===== src/rtl/vcve2_pkg.sv =====
// rtl/vcve2_pkg.sv - shared vector types and the beat-count helper for the VRF access unit
package vcve2_pkg;

    typedef enum logic [2:0] {
        LMUL_1    = 3'b000,
        LMUL_2    = 3'b001,
        LMUL_4    = 3'b010,
        LMUL_8    = 3'b011,
        LMUL_RSVD = 3'b100,
        LMUL_F8   = 3'b101,
        LMUL_F4   = 3'b110,
        LMUL_F2   = 3'b111
    } vlmul_e;

    typedef enum logic [2:0] {
        VRF_IDLE,
        VRF_AGU_WAIT,
        VRF_RD_REQ,
        VRF_RD_WAIT,
        VRF_EXEC,
        VRF_WR_REQ,
        VRF_WR_WAIT
    } vrf_state_t;

    // lmul is a signed exponent; fractional groups still need at least one beat
    function automatic int unsigned num_beats(int unsigned vlen, int unsigned width, vlmul_e lmul);
        logic [2:0]  l;
        logic [2:0]  neg;
        int unsigned base;
        int unsigned n;
        l    = lmul;
        neg  = 3'd0 - l;
        base = vlen / width;
        if (!l[2]) n = base << l[1:0];
        else       n = base >> neg;
        if (n == 0) n = 1;
        return n;
    endfunction

endpackage


===== src/rtl/vcve2_vrf_access_unit.sv =====
// rtl/vcve2_vrf_access_unit.sv - sequences per-beat operand reads and result writes over the data port
module vcve2_vrf_access_unit
    import vcve2_pkg::*;
#(
    parameter int unsigned VLEN       = 128,
    parameter int unsigned PIPE_WIDTH = 32,
    parameter int unsigned NUM_SRC    = 3
) (
    input  logic                               clk_i,
    input  logic                               rst_ni,
    input  logic                               req_i,
    input  logic [NUM_SRC:0]                   sel_operation_i,
    input  vlmul_e                             lmul_i,
    output logic                               agu_load_o,
    input  logic                               agu_ready_i,
    output logic [NUM_SRC:0]                   agu_next_o,
    output logic                               data_req_o,
    output logic                               data_we_o,
    output logic [3:0]                         data_be_o,
    output logic [31:0]                        data_wdata_o,
    input  logic                               data_gnt_i,
    input  logic                               data_rvalid_i,
    input  logic                               data_err_i,
    input  logic                               data_pmp_err_i,
    input  logic [31:0]                        data_rdata_i,
    output logic [NUM_SRC-1:0][PIPE_WIDTH-1:0] rdata_o,
    output logic                               operand_valid_o,
    input  logic                               exec_done_i,
    input  logic [PIPE_WIDTH-1:0]              wdata_i,
    output logic                               busy_o,
    output logic                               vector_done_o,
    output logic                               vector_err_o
);

    localparam int unsigned CW = $clog2(8 * VLEN / PIPE_WIDTH) + 1;
    localparam int unsigned SW = 2;

    vrf_state_t                         state_q, state_d;
    logic [CW-1:0]                      cnt_q, cnt_d;
    logic [CW-1:0]                      nbeats_q, nbeats_d;
    logic [SW-1:0]                      slot_q, slot_d;
    logic [PIPE_WIDTH-1:0]              wdata_q;
    logic [NUM_SRC-1:0][PIPE_WIDTH-1:0] rdata_q;
    logic                               zero_done_q, zero_start;
    logic                               first_valid, next_valid;
    logic [SW-1:0]                      first_slot, next_slot;
    logic                               capture, wcapture, beat_end, bus_err;

    assign bus_err = data_err_i | data_pmp_err_i;

    // lowest selected source, and the next selected source above the current slot
    always_comb begin
        first_valid = 1'b0;
        first_slot  = '0;
        next_valid  = 1'b0;
        next_slot   = '0;
        for (int k = NUM_SRC - 1; k >= 0; k--) begin
            if (sel_operation_i[k]) begin
                first_valid = 1'b1;
                first_slot  = SW'(k);
            end
            if (sel_operation_i[k] && (SW'(k) > slot_q)) begin
                next_valid = 1'b1;
                next_slot  = SW'(k);
            end
        end
    end

    always_comb begin
        state_d       = state_q;
        cnt_d         = cnt_q;
        nbeats_d      = nbeats_q;
        slot_d        = slot_q;
        agu_load_o    = 1'b0;
        agu_next_o    = '0;
        vector_done_o = zero_done_q;
        vector_err_o  = 1'b0;
        zero_start    = 1'b0;
        capture       = 1'b0;
        wcapture      = 1'b0;
        beat_end      = 1'b0;
        case (state_q)
            VRF_IDLE: begin
                if (req_i) begin
                    if (|sel_operation_i) begin
                        agu_load_o = 1'b1;
                        nbeats_d   = CW'(num_beats(VLEN, PIPE_WIDTH, lmul_i));
                        cnt_d      = '0;
                        state_d    = VRF_AGU_WAIT;
                    end else begin
                        zero_start = 1'b1;
                    end
                end
            end
            VRF_AGU_WAIT: begin
                if (agu_ready_i) begin
                    slot_d  = first_slot;
                    state_d = first_valid ? VRF_RD_REQ : VRF_EXEC;
                end
            end
            VRF_RD_REQ: begin
                if (data_gnt_i) begin
                    agu_next_o = (NUM_SRC + 1)'(1) << slot_q;
                    state_d    = VRF_RD_WAIT;
                end
            end
            VRF_RD_WAIT: begin
                if (data_rvalid_i) begin
                    if (bus_err) begin
                        vector_done_o = 1'b1;
                        vector_err_o  = 1'b1;
                        state_d       = VRF_IDLE;
                    end else begin
                        capture = 1'b1;
                        slot_d  = next_slot;
                        state_d = next_valid ? VRF_RD_REQ : VRF_EXEC;
                    end
                end
            end
            VRF_EXEC: begin
                if (exec_done_i) begin
                    wcapture = 1'b1;
                    if (sel_operation_i[NUM_SRC]) state_d = VRF_WR_REQ;
                    else                          beat_end = 1'b1;
                end
            end
            VRF_WR_REQ: begin
                if (data_gnt_i) begin
                    agu_next_o[NUM_SRC] = 1'b1;
                    state_d             = VRF_WR_WAIT;
                end
            end
            VRF_WR_WAIT: begin
                if (data_rvalid_i) begin
                    if (bus_err) begin
                        vector_done_o = 1'b1;
                        vector_err_o  = 1'b1;
                        state_d       = VRF_IDLE;
                    end else begin
                        beat_end = 1'b1;
                    end
                end
            end
            default: state_d = VRF_IDLE;
        endcase

        if (beat_end) begin
            if (cnt_q == nbeats_q - CW'(1)) begin
                vector_done_o = 1'b1;
                state_d       = VRF_IDLE;
            end else begin
                cnt_d   = cnt_q + CW'(1);
                slot_d  = first_slot;
                state_d = first_valid ? VRF_RD_REQ : VRF_EXEC;
            end
        end
    end

    always_ff @(posedge clk_i or negedge rst_ni) begin
        if (!rst_ni) begin
            state_q     <= VRF_IDLE;
            cnt_q       <= '0;
            nbeats_q    <= '0;
            slot_q      <= '0;
            wdata_q     <= '0;
            rdata_q     <= '0;
            zero_done_q <= 1'b0;
        end else begin
            state_q     <= state_d;
            cnt_q       <= cnt_d;
            nbeats_q    <= nbeats_d;
            slot_q      <= slot_d;
            zero_done_q <= zero_start;
            if (wcapture) wdata_q <= wdata_i;
            if (capture)  rdata_q[slot_q] <= PIPE_WIDTH'(data_rdata_i);
        end
    end

    assign data_req_o      = (state_q == VRF_RD_REQ) || (state_q == VRF_WR_REQ);
    assign data_we_o       = (state_q == VRF_WR_REQ);
    assign data_be_o       = 4'b1111;
    assign data_wdata_o    = 32'(wdata_q);
    assign rdata_o         = rdata_q;
    assign operand_valid_o = (state_q == VRF_EXEC);
    assign busy_o          = (state_q != VRF_IDLE);

endmodule


===== config.mk =====
export PLATFORM = sky130hd
export DESIGN_NAME = vcve2_vrf_access_unit
export DESIGN_NICKNAME = d
export VERILOG_FILES = /design/src/rtl/vcve2_pkg.sv /design/src/rtl/vcve2_vrf_access_unit.sv
export SDC_FILE = /design/constraint.sdc
export NUM_CORES = 1
export LEC_CHECK = 0
export ABC_AREA = 1
export CAP_MARGIN = 20
export CORE_UTILIZATION = 45
export CTS_CLUSTER_DIAMETER = 50
export DETAILED_ROUTE_END_ITERATION = 8
export DONT_BUFFER_PORTS = 1
export GPL_ROUTABILITY_DRIVEN = 0
export SYNTH_ARGS = -nofsm -noshare
export SYNTH_HDL_FRONTEND = slang
export SYNTH_SLANG_ARGS = --single-unit

===== constraint.sdc =====
create_clock -name clk_i -period 2.3 [get_ports clk_i]
set_input_delay 0 -clock clk_i [delete_from_list [all_inputs] [get_ports clk_i]]
set_output_delay 0 -clock clk_i [all_outputs]
set_load 0.03 [all_outputs]

After elaboration in Yosys (flattened, before gate mapping)
Cells that the tools add are included.
Widths: inputs -> output; s select.
{ "word_totals": {"register_bits": 146, "latch_bits": 0, "ram_bits": 0, "romBits": 0, "in_bits": 80, "memories": 0} }
{ "op_classes": {"n_addsub": 3, "n_mul": 0, "n_div": 0, "magnitude_cmp": 5, "eq_ne": 17, "n_shift": 3, "mux": 73, "n_bitwise": 1, "reduce_logical": 12} }
{ "op_table": {"columns": ["operator", "count"], "rows": [
  ["$mux 32", 5],
  ["$bwmux 96", 1],
  ["$demux 32 s2", 1],
  ["$mux 3", 16],
  ["$mux 6", 6],
  ["$logic_not 32->1", 1],
  ["$shl 3x2->32 const A", 1],
  ["$shr 3x3->32 const A", 1],
  ["$mux 1", 28],
  ["$mux 2", 11],
  ["$ne 3x3->1 const B", 7],
  ["$pmux 3 s7", 1],
  ["$reduce_and 10->1", 1],
  ["$eq 3x3->1 const B", 3],
  ["$add 6x1->6 const B", 1],
  ["$eq 3x2->1 const B", 2],
  ["$eq 6x6->1", 1],
  ["$ne 3x1->1 const B", 2],
  ["$sub 6x1->6 const B", 1],
  ["$gt 1x2->1 const A", 2],
  ["$logic_and 1x1->1", 4],
  ["$mux 4", 1],
  ["$pmux 1 s2", 2],
  ["$pmux 2 s2", 1],
  ["14 further kinds", 14]
]} }

Logic depth before layout (Yosys ltp)
{ "depth": {"ltp_word": 10, "mapped_depth": 14, "depth_no_buf": 14} }

Least setup slack after synthesis
No wires, ideal clock.
{ "synth_path": {"path_type": "flip-flop to output port", "startpoint": "reg nbeats_q[0]", "endpoint": "out vector_done_o", "arrival_time_ns": 1.945, "required_time_ns": 2.300, "setup_slack_ns": 0.355, "path_stages_with_launch": 10, "path_buffers": 0, "cell_sequence": "dfrtp_1 -> inv_1 -> ha_1 -> nand2_1 -> nand2_1 -> nor2_1 -> nand2_1 -> nor2_1 -> nand3_2 -> o21ai_0"} }
{ "synth_between": {"elab_chain_len": 4} }
{ "synth_lines": {"columns": ["element", "line", "text"], "rows": [
  ["start, declared", "vcve2_vrf_access_unit.sv:40", "logic [CW-1:0] nbeats_q, nbeats_d;"],
  ["start signal, assigned", "vcve2_vrf_access_unit.sv:171", "nbeats_q <= nbeats_d;"],
  ["$sub 6x1->6", "vcve2_vrf_access_unit.sv:148", "if (cnt_q == nbeats_q - CW'(1)) begin"],
  ["$eq 6x6->1", "vcve2_vrf_access_unit.sv:148", null],
  ["$mux 1", "vcve2_vrf_access_unit.sv:148", null],
  ["$mux 1", "vcve2_vrf_access_unit.sv:147", "if (beat_end) begin"],
  ["end, declared", "vcve2_vrf_access_unit.sv:31", "output logic vector_done_o,"]
]} }
No other way between the ends.

Final worst setup path
{ "layout_path": {"startpoint": "reg state_q[1]", "endpoint": "out vector_done_o"} }
{ "layout_between": {"word_cells_on_any_way": 8, "classes_between": "eq/ne: 3; mux: 4; reduce/logical: 1"} }
{ "layout_rtl": {"columns": ["element", "line", "text"], "rows": [
  ["start, declared", "vcve2_vrf_access_unit.sv:38", "vrf_state_t state_q, state_d;"],
  ["start signal, assigned", "vcve2_vrf_access_unit.sv:169", "state_q <= state_d;"],
  ["$eq 3x3->1", null, null],
  ["net operand_valid_o", "vcve2_vrf_access_unit.sv:27", "output logic operand_valid_o,"],
  ["$pmux 1 s2", "vcve2_vrf_access_unit.sv:82", "case (state_q)"],
  ["$mux 1", "vcve2_vrf_access_unit.sv:147", null]
]} }
The timed path passes the listed nets, and every way through them passes these cells.

==> impl_metrics.py <==
metrics = {
    "timing": {
        "setup_viol": 0,
        "hold_slack_ps": -723,
        "worst_pin_slew_ps": 823,
        "skew_ps": 10.2,
        "fmax_ghz": 0.468,
        "slew_headroom": 0.451,
        "finalCriticalPeriod_ps": 2140,
        "fin_ws_ps": 162,
        "rsz0062_at_grt": "false",
        "hold_viol": 146,
        "finalCritPeriodShare": 0.929,
        "tns_ps": 0,
        "maxSlewViolCount": 0,
    },
    "logic_synthesis": {
        "synth_warnings": 0,
        "yosysSeqAreaShare": 0.565,
        "synth-async-reset-ratio": 1.00,
        "ys_ff_latch": 146,
        "synth_top_area_frac": 0.565,
        "synthCells": 644,
        "synth-edff-count": 0,
        "synthTopCellsByArea": "dfrtp_1, nand2_1, o21ai_2, mux2_2, inv_1",
        "syn_avg_cell_area_um2": 10.0,
        "synth_largest_area_cell": "dfrtp_1",
        "syn_area_um2": 6460,
        "synthDistinctLibCells": 34,
        "synthFlopType": "dfrtp_1",
    },
    "routing": {
        "routedWlPerCell_um": 15.7,
        "wl_met1_mm": 5.93,
        "met3_length_mm": 1.18,
        "met2_length_mm": 7.07,
        "postRouteAntennaNets": 0,
        "dr.pass1.iters": 4,
        "top_layer": "met4",
        "via_count": 4721,
        "first_iter_violations": 327,
        "drc": 0,
        "viasPerCell": 5.11,
        "drt_wl_total_mm": 14.5,
    },
    "die": {
        "rows": 43,
        "core-area_um2": 13900,
        "die_w_um": 122,
        "die_h_um": 122,
        "initial_core_util": 0.464,
        "die_area_um2": 14800,
        "io_pins": 223,
    },
    "clock_tree": {
        "hold_buffers": 80,
        "cts_resized": 0,
        "cts.path.max_buffers": 2,
        "numCtsBuffers": 17,
        "htreeDepth": 4,
        "cts_root_buffer": "clkbuf_16",
        "clkLatencyLatePin_ps": 410,
        "cts_tree": "done",
        "clk_pin_slew_ps": 60,
        "clock-sinks": 146,
    },
    "global_route": {
        "grt_pass1_wl_mm": 22.9,
        "grtUsageTotal": 0.199,
        "grt-ovfl-total": 0,
        "grt_pass1_vias": 4535,
        "antenna_found_initial": 0,
        "grt_max_degree": 147,
    },
    "worst_setup_path": {
        "r2r_start": "state_q[1]",
        "critPathArrivalTime_ps": 2140,
        "setup.worst_path.class": "register to output port",
        "cp-end-kind": "output port",
        "critPathRequiredTime_ps": 2300,
        "r2r_setup_slack_ps": 250,
        "crit_slowest_cell": "dfrtp_1",
        "path_cells": "nor2_2 -> inv_2 -> nor2_4 -> nand2_4 -> o22ai_4 -> inv_2 -> o21ai_0 -> buf_4",
        "r2r_end": "cnt_q[2]",
        "crit_path_frequent_cell": "inv_2",
        "r2r_cells": 8,
        "crit_path_max_fanout": 8,
        "start_kind": "register",
        "cpPeakStageDelay_ps": 460,
    },
    "power": {
        "ir_drop_mv": 0.627,
        "p_leak_nw": 3.86,
        "powerDensity_nw_per_um2": 1430,
    },
    "layout": {
        "area_growth_pct": 22.6,
        "num_antenna_cells": 0,
        "seq_area_um2": 3650,
        "final_common_cell": "nand2_1",
        "num-fill-cells": 1227,
        "multiInputGateArea_um2": 2300,
        "finalNetCount": 813,
        "layout-drive-gt1-share": 0.202,
        "stdcell_count": 923,
        "final_cell_mix": "nand2_1, dfrtp_1, dlygate4sd3_1",
    },
    "status": {
        "status": "finished with violations",
        "failed_checks": "hold timing",
    },
    "worst_hold_path": {
        "hold_class": "primary input to asynchronous set/reset pin",
    },
    "place": {
        "dp.cells": 811,
        "port_buffers": 0,
        "dp_hpwl_mm": 9.44,
        "pre_cts_slack_ps": 429,
    },
    "job": {
        "drv_cap": 0,
    },
}
[cells by family after synthesis]
group	synth area share
fa+ha+maj	0.00387
mux	0.0558
xor+xnor	0.00542
flops	0.565
simple gates	0.158
compound gates	0.131
other cells	0.000580
buf+inv	0.0798
[state kept, by name (all words and copies together) (netlist names)]
signal,flops
cnt_q,6
nbeats_q,6
slot_q,2
rdata_o,96
state_q,3
zero_done_q,1
data_wdata_o,32
[metal layers]
metal  up-vias  GRT usage
li1       2259          -
met1      2257      0.244
met2       178      0.322
met3        27     0.0637
met4         0     0.0810
met5         -          0
[synthesized netlist by cell type (2+ instances only)]
cell / n
a21oi_1: 4
buf_2: 9
buf_4: 5
buf_6: 12
dfrtp_1: 146
ha_1: 2
inv_1: 70
inv_2: 7
mux2_2: 32
nand2_1: 158
nand2_2: 3
nand2_4: 3
nand3_1: 20
nand3_2: 3
nand3_4: 2
nand4_1: 4
nor2_1: 25
nor2_4: 2
nor3_1: 6
o21ai_0: 14
o21ai_1: 49
o21ai_2: 52
o31ai_1: 3
xnor2_1: 2
xor2_1: 2
[repair_timing]
item / 4_1_cts / 5_1_grt
buffers inserted: 0 / 1
hold endpoints to repair: 291 / 146
endpoints found under the setup margin: 0 / 1
[power breakdown]
part           leakage [nW]  total (mW)  internal [mW]  switching (mW)
Clock                 0.273        2.62           1.55            1.07
Sequential             1.93        6.33           3.58            2.75
Combinational          1.66        2.38           1.07            1.31
Total                  3.86        11.3           6.19            5.13
[worst max-delay path: cells and delay by family (launching register included)]
family / cells / cell delay (ps)
AND/OR/NAND/NOR: 3 / 480
flip-flops: 1 / 460
AO/OA/AOI/OAI: 2 / 440
buffers and inverters: 3 / 340
[final cells by class]
type | count | area share
flip-flops and latches | 146 | 0.461
clock buffers | 20 | 0.0576
multi-input cells | 397 | 0.291
repair buffers | 91 | 0.111
inverters | 78 | 0.0376
well taps | 180 | 0.0284
clock inverters | 11 | 0.0131
[how the worst max path moves through the flow]
stage,start,to,slack [ps],cells past startpoint
final,state_q[1],vector_done_o,160,8
after global routing,nbeats_q[0],vector_done_o,20,11
after CTS,nbeats_q[0],vector_done_o,70,10
after detailed placement,nbeats_q[0],slot_q[0],430,12
after global placement,nbeats_q[0],slot_q[0],490,12
after floorplan,nbeats_q[0],vector_done_o,360,9
[stage by stage]
step           power [mW]  cell area, um2   util
2_1_floorplan        8.00            6470      -
3_3_place_gp         8.50            6560  0.470
3_5_place_dp         8.64            6560  0.470
4_1_cts              11.4            7920  0.568
5_1_grt              12.0            7920  0.569
6_report             11.3            7920  0.569
(Power assumes the default switching activity.)
